===== src/rtl/uart2wifi_core_tx_arbiter.sv =====
// Two-requester arbiter that owns the UART TX FIFO write port for one whole frame.
// Define UART2WIFI_ARB_FIXED_PRIO_EN for fixed priority (req0 first); round-robin otherwise.
module uart2wifi_core_tx_arbiter #(
    parameter int TIMEOUT_CYCLES = 1024
) (
    input  logic       clk,
    input  logic       rst,
    input  logic       req0_valid,
    input  logic [7:0] req0_data,
    input  logic       req0_last,
    output logic       req0_ready,
    input  logic       req1_valid,
    input  logic [7:0] req1_data,
    input  logic       req1_last,
    output logic       req1_ready,
    input  logic       fifo_full,
    output logic       fifo_wr,
    output logic [7:0] fifo_wdata,
    output logic [1:0] grant,
    output logic       busy,
    output logic       timeout_err,
    output logic [7:0] frame_cnt
);

    localparam int CW = (TIMEOUT_CYCLES > 1) ? $clog2(TIMEOUT_CYCLES) : 1;
    localparam logic [CW-1:0] STALL_MAX = CW'(TIMEOUT_CYCLES - 1);

    typedef enum logic {IDLE, XFER} state_t;

    state_t        state_q, state_d;
    logic [1:0]    grant_q, grant_d;
    logic          last_served_q, last_served_d;
    logic [7:0]    frame_cnt_q, frame_cnt_d;
    logic [CW-1:0] stall_cnt_q, stall_cnt_d;
    logic [7:0]    wdata_q, wdata_d;

    logic [1:0] pick;
    logic       xfer0, xfer1, xfer_last, granted_valid;

    // Handshake: a byte moves when reqN_valid && reqN_ready; ready only for the owner and never while the FIFO is full.
    always_comb begin
`ifdef UART2WIFI_ARB_FIXED_PRIO_EN
        pick = req0_valid ? 2'b01 : 2'b10;
`else
        if (req0_valid && req1_valid) pick = last_served_q ? 2'b01 : 2'b10;
        else                          pick = req0_valid ? 2'b01 : 2'b10;
`endif
    end

    assign granted_valid = grant_q[0] ? req0_valid : req1_valid;

    always_comb begin
        state_d       = state_q;
        grant_d       = grant_q;
        last_served_d = last_served_q;
        frame_cnt_d   = frame_cnt_q;
        stall_cnt_d   = stall_cnt_q;
        wdata_d       = wdata_q;
        req0_ready    = 1'b0;
        req1_ready    = 1'b0;
        fifo_wr       = 1'b0;
        timeout_err   = 1'b0;
        xfer0         = 1'b0;
        xfer1         = 1'b0;
        xfer_last     = 1'b0;

        case (state_q)
            IDLE: begin
                if (req0_valid || req1_valid) begin
                    grant_d     = pick;
                    state_d     = XFER;
                    stall_cnt_d = '0;
                end
            end
            XFER: begin
                req0_ready = grant_q[0] && !fifo_full;
                req1_ready = grant_q[1] && !fifo_full;
                xfer0      = req0_valid && req0_ready;
                xfer1      = req1_valid && req1_ready;
                xfer_last  = xfer0 ? req0_last : req1_last;
                if (xfer0 || xfer1) begin
                    fifo_wr     = 1'b1;
                    wdata_d     = xfer0 ? req0_data : req1_data;
                    stall_cnt_d = '0;
                    if (xfer_last) begin
                        state_d       = IDLE;
                        grant_d       = 2'b00;
                        frame_cnt_d   = frame_cnt_q + 8'd1;
                        last_served_d = xfer1;
                    end
                end else if (!granted_valid && !fifo_full) begin
                    // Only a silent owner counts as stalled; FIFO backpressure never does.
                    if (stall_cnt_q == STALL_MAX) begin
                        timeout_err   = 1'b1;
                        state_d       = IDLE;
                        grant_d       = 2'b00;
                        last_served_d = grant_q[1];
                    end else begin
                        stall_cnt_d = stall_cnt_q + 1'b1;
                    end
                end
            end
            default: state_d = IDLE;
        endcase
    end

    always_ff @(posedge clk or posedge rst) begin
        if (rst) begin
            state_q       <= IDLE;
            grant_q       <= 2'b00;
            last_served_q <= 1'b1;
            frame_cnt_q   <= 8'd0;
            stall_cnt_q   <= '0;
            wdata_q       <= 8'h00;
        end else begin
            state_q       <= state_d;
            grant_q       <= grant_d;
            last_served_q <= last_served_d;
            frame_cnt_q   <= frame_cnt_d;
            stall_cnt_q   <= stall_cnt_d;
            wdata_q       <= wdata_d;
        end
    end

    // Write data is live on a transfer and holds the last written byte otherwise.
    assign fifo_wdata = wdata_d;
    assign grant      = grant_q;
    assign busy       = (state_q == XFER);
    assign frame_cnt  = frame_cnt_q;

endmodule


===== config.mk =====
export PLATFORM = sky130hd
export DESIGN_NAME = uart2wifi_core_tx_arbiter
export DESIGN_NICKNAME = d
export VERILOG_FILES = /design/src/rtl/uart2wifi_core_tx_arbiter.sv
export SDC_FILE = /design/constraint.sdc
export NUM_CORES = 1
export LEC_CHECK = 0
export ABC_AREA = 1
export CORE_MARGIN = 2
export CORE_UTILIZATION = 50
export CTS_BUF_LIST = sky130_fd_sc_hd__clkbuf_8
export DETAILED_ROUTE_END_ITERATION = 10
export GPL_TIMING_DRIVEN = 0
export HOLD_SLACK_MARGIN = 0.06
export MAX_ROUTING_LAYER = met4
export PLACE_DENSITY = 0.88
export SYNTH_ARGS = -nofsm -noshare
export SYNTH_HDL_FRONTEND = slang
export SYNTH_SLANG_ARGS = --single-unit

===== constraint.sdc =====
create_clock -name clk -period 1.95 [get_ports clk]
set_input_delay 0.39 -clock clk [delete_from_list [all_inputs] [get_ports clk]]
set_output_delay 0.39 -clock clk [all_outputs]
set_load 0.02 [all_outputs]

==> flow_summary.yaml <==
outcome:
  status: "finished, violations left"
  violations: "negative setup slack"
finish:
  nets: 334
  stdcell_count: 356
  stdcell_area_um2: 2840
  drive_above_1_share: 0.316
  diodes: 0
  area_growth_syn_to_layout_pct: 60.5
floorplanning:
  core_um2: 3360
  num_rows: 21
  start_util: 0.526
  dieArea_um2: 4030
  die_h_um: 63.5
  die_w_um: 63.5
  num_io_pins: 46
worst_setup_path:
  timing.rr.end: "stall_cnt_q[6]"
  cp-endpoint: "fifo_wdata[6]"
  cp_top_family: "buffers and inverters"
  critPathLaunch: "fifo_full"
  crit_buf_inv: 5
  cp.arrival_ps: 1600
  r2r-start: "stall_cnt_q[0]"
  r2r_cells: 11
  path_cells: "clkdlybuf4s15_2 -> inv_4 -> nand3_4 -> nand2_4 -> nand2_4 -> inv_8 -> buf_6 -> nor2_4 -> a31oi_4 -> buf_6"
  r2r_slack_ps: 280
  cp.required_ps: 1560
  crit_path_end_kind: "output pin"
  slowest_delay_ps: 220
  critPathKind: "in2out"
  cp.depth: 10
  cp_max_fo: 7
  crit_slowest_cell: "clkdlybuf4s15_2"
  start_kind: "input pin"
placed_design:
  gp_congestion: 0.835
  dpl_cell_area_um2: 2280
  dp_hpwl_um: 2930
  placed_cells: 317
  portBuffers: 45
detailed_routing:
  postRouteAntennaNets: 0
  wirelength_um: 6200
  wl_per_cell_um: 17.4
  drt_iter0_markers: 149
  first_pass_iters: 4
  viasPerCell: 5.45
  drcViolationCount: 0
  num_vias: 1941
sta:
  hold_violations: 0
  min_period_ps: 1990
  maxSlewViolCount: 0
  setup_viol: 4
  finalCritPeriodShare: 1.02
  setup_slack_ps: -35.1
  fmax_ghz: 0.504
  slew_headroom: 0.241
  finClkSkew_ps: 11.1
  tightest_slew_ps: 1140
  rsz0062_at_grt: "true"
grt:
  antenna_found_initial: 0
  grt_pass1_vias: 1689
  grt_max_degree: 31
  grt_overflow_total: 0
  grt.total_usage: 0.275
  grt_pass1_wl_um: 8360
logic_synthesis:
  synthCells: 226
  postSynthAreaPerCell_um2: 7.83
  synth_flop_cell: "dfrtp_1"
  netlist.area_leader.share: 0.410
  synth_mux_area_frac: 0
  syn_area_um2: 1770
  synthAdderAreaFrac: 0.0141
  synth_warnings: 0
  synth.most_common_cell: "nand2_1"
  synth-xor-area-share: 0.0544
  synth_top_family_by_area: "simple AND/OR/NAND/NOR gates"
  synthSimpleGateAreaFrac: 0.394
  ys_seq_elements: 30
  async_flop_share: 1.00
  yosysTopAreaCell: "dfrtp_1"
  synth_compound_area_frac: 0.0509
  synth_edf_count: 0
  netlist_top_cells_count: "nand2_1, dfrtp_1, nor2_1, inv_1, nand3_1"
  ys_seq_area_frac: 0.425
  synth_area_leaders: "dfrtp_1, nand2_1, nor2_1"
  syn-num-nets: 251
  synth_cell_types: 33
power:
  power_density_nw_per_um2: 1270
  leakagePower_uw: 0.00135
  vdd_drop_max_uv: 801
clocking:
  clock-sinks: 30
  cts_buffer_depth: 2
  cts_tree: "built"
  cts_root_buf: "clkbuf_8"
  clk_pin_slew_ps: 60
  clkLatencyLatePin_ps: 290
  cts_hold_buf: 0
  cts.htree.levels: 2
  cts_made_buffers: 5
min_path:
  hold_depth: 2
  hp-class: "reg2reg"
flow_run:
  max_cap_violations: 0
==> flip-flops by register name, indices dropped and copies added, names as in the netlist <==
name	cells
last_served_q	1
frame_cnt	8
busy	1
wdata_q	8
grant	2
stall_cnt_q	10
==> final cells by class <==
| type | count | area [um2] |
|---|---|---|
| plain buffers | 5 | 45.0 |
| flip-flops and latches | 30 | 754 |
| clock inverters | 2 | 12.5 |
| clock buffers | 6 | 82.6 |
| inverters | 18 | 80.1 |
| repair buffers | 76 | 697 |
| multi-input cells | 173 | 1110 |
| well taps | 46 | 57.6 |
| fillers | 180 | 522 |
==> where the power goes <==
part | switching [uW] | internal [uW] | leakage (uW)
registers | 193 | 829 | 0.000374
logic | 1090 | 979 | 0.000932
clock network | 250 | 283 | 0.0000472
total | 1530 | 2090 | 0.00135
==> cell families after synthesis <==
| kind of cell | Yosys count |
|---|---|
| XOR/XNOR | 11 |
| AO/OA/AOI/OAI | 15 |
| adder cells (fa/ha/maj) | 2 |
| AND/OR/NAND/NOR | 145 |
| flip-flops | 30 |
| buffers and inverters | 23 |
==> worst min path at each step <==
stage	from	to
after CTS	last_served_q	last_served_q
after global routing	req1_valid	busy
final	stall_cnt_q[7]	stall_cnt_q[7]
after floorplan	last_served_q	last_served_q
after global placement	last_served_q	last_served_q
after detailed placement	last_served_q	last_served_q
==> worst register-to-register path, delay by kind of cell, from the launching register on <==
family	cells	cell delay [ps]
buffers and inverters	3	260
and+or+nand+nor	7	770
adders and majority gates	1	210
DFF	1	370
==> timing repair <==
| item | 4_1_cts | 5_1_grt |
|---|---|---|
| pin swaps | 6 | 10 |
| endpoints found under the setup margin | 12 | 10 |
| buffers inserted | 13 | 17 |
| gates cloned | 1 | 0 |
| resized for setup | 94 | 28 |
==> metrics by stage <==
stage                util  power [uW]  hold slack (ps)  worst slack (ps)  TNS [ps]
finish              0.845        3620              515             -35.1     -65.6
CTS                 0.777        3120              489              2.73         0
detailed placement  0.677        2370              479              -892     -8750
global placement    0.677        2330              476              -877     -8500
global route        0.845        3770              535             -92.7      -446
floorplan               -        1810              465              14.5         0
==> per-layer routing <==
| metal | track usage | up-vias | share of wire |
|---|---|---|---|
| met1 | 0.336 | 898 | 0.38 |
| met3 | 0.0482 | 27 | 0.068 |
| met5 | - | - | 0 |
| li1 | - | 904 | - |
| met4 | 0.114 | 0 | 0.043 |
| met2 | 0.450 | 112 | 0.51 |
==> cells in the final DEF (no fill, tap or decap), types with 3 or more instances in the layout <==
cell type and count:
nand3_4 4, nand3_1 13, xnor2_1 6, nor2_2 4, nor2_4 8, nor2_1 19, nand4_1 11, nand2_4 5
buf_6 10, xor2_1 5, a31oi_4 7, inv_1 13, dfrtp_1 27, clkdlybuf4s50_1 30, dlygate4sd2_1 3, buf_4 33
nor3_1 4, clkbuf_8 6, nand2_1 72
Power figures use the tool's default switching activity.
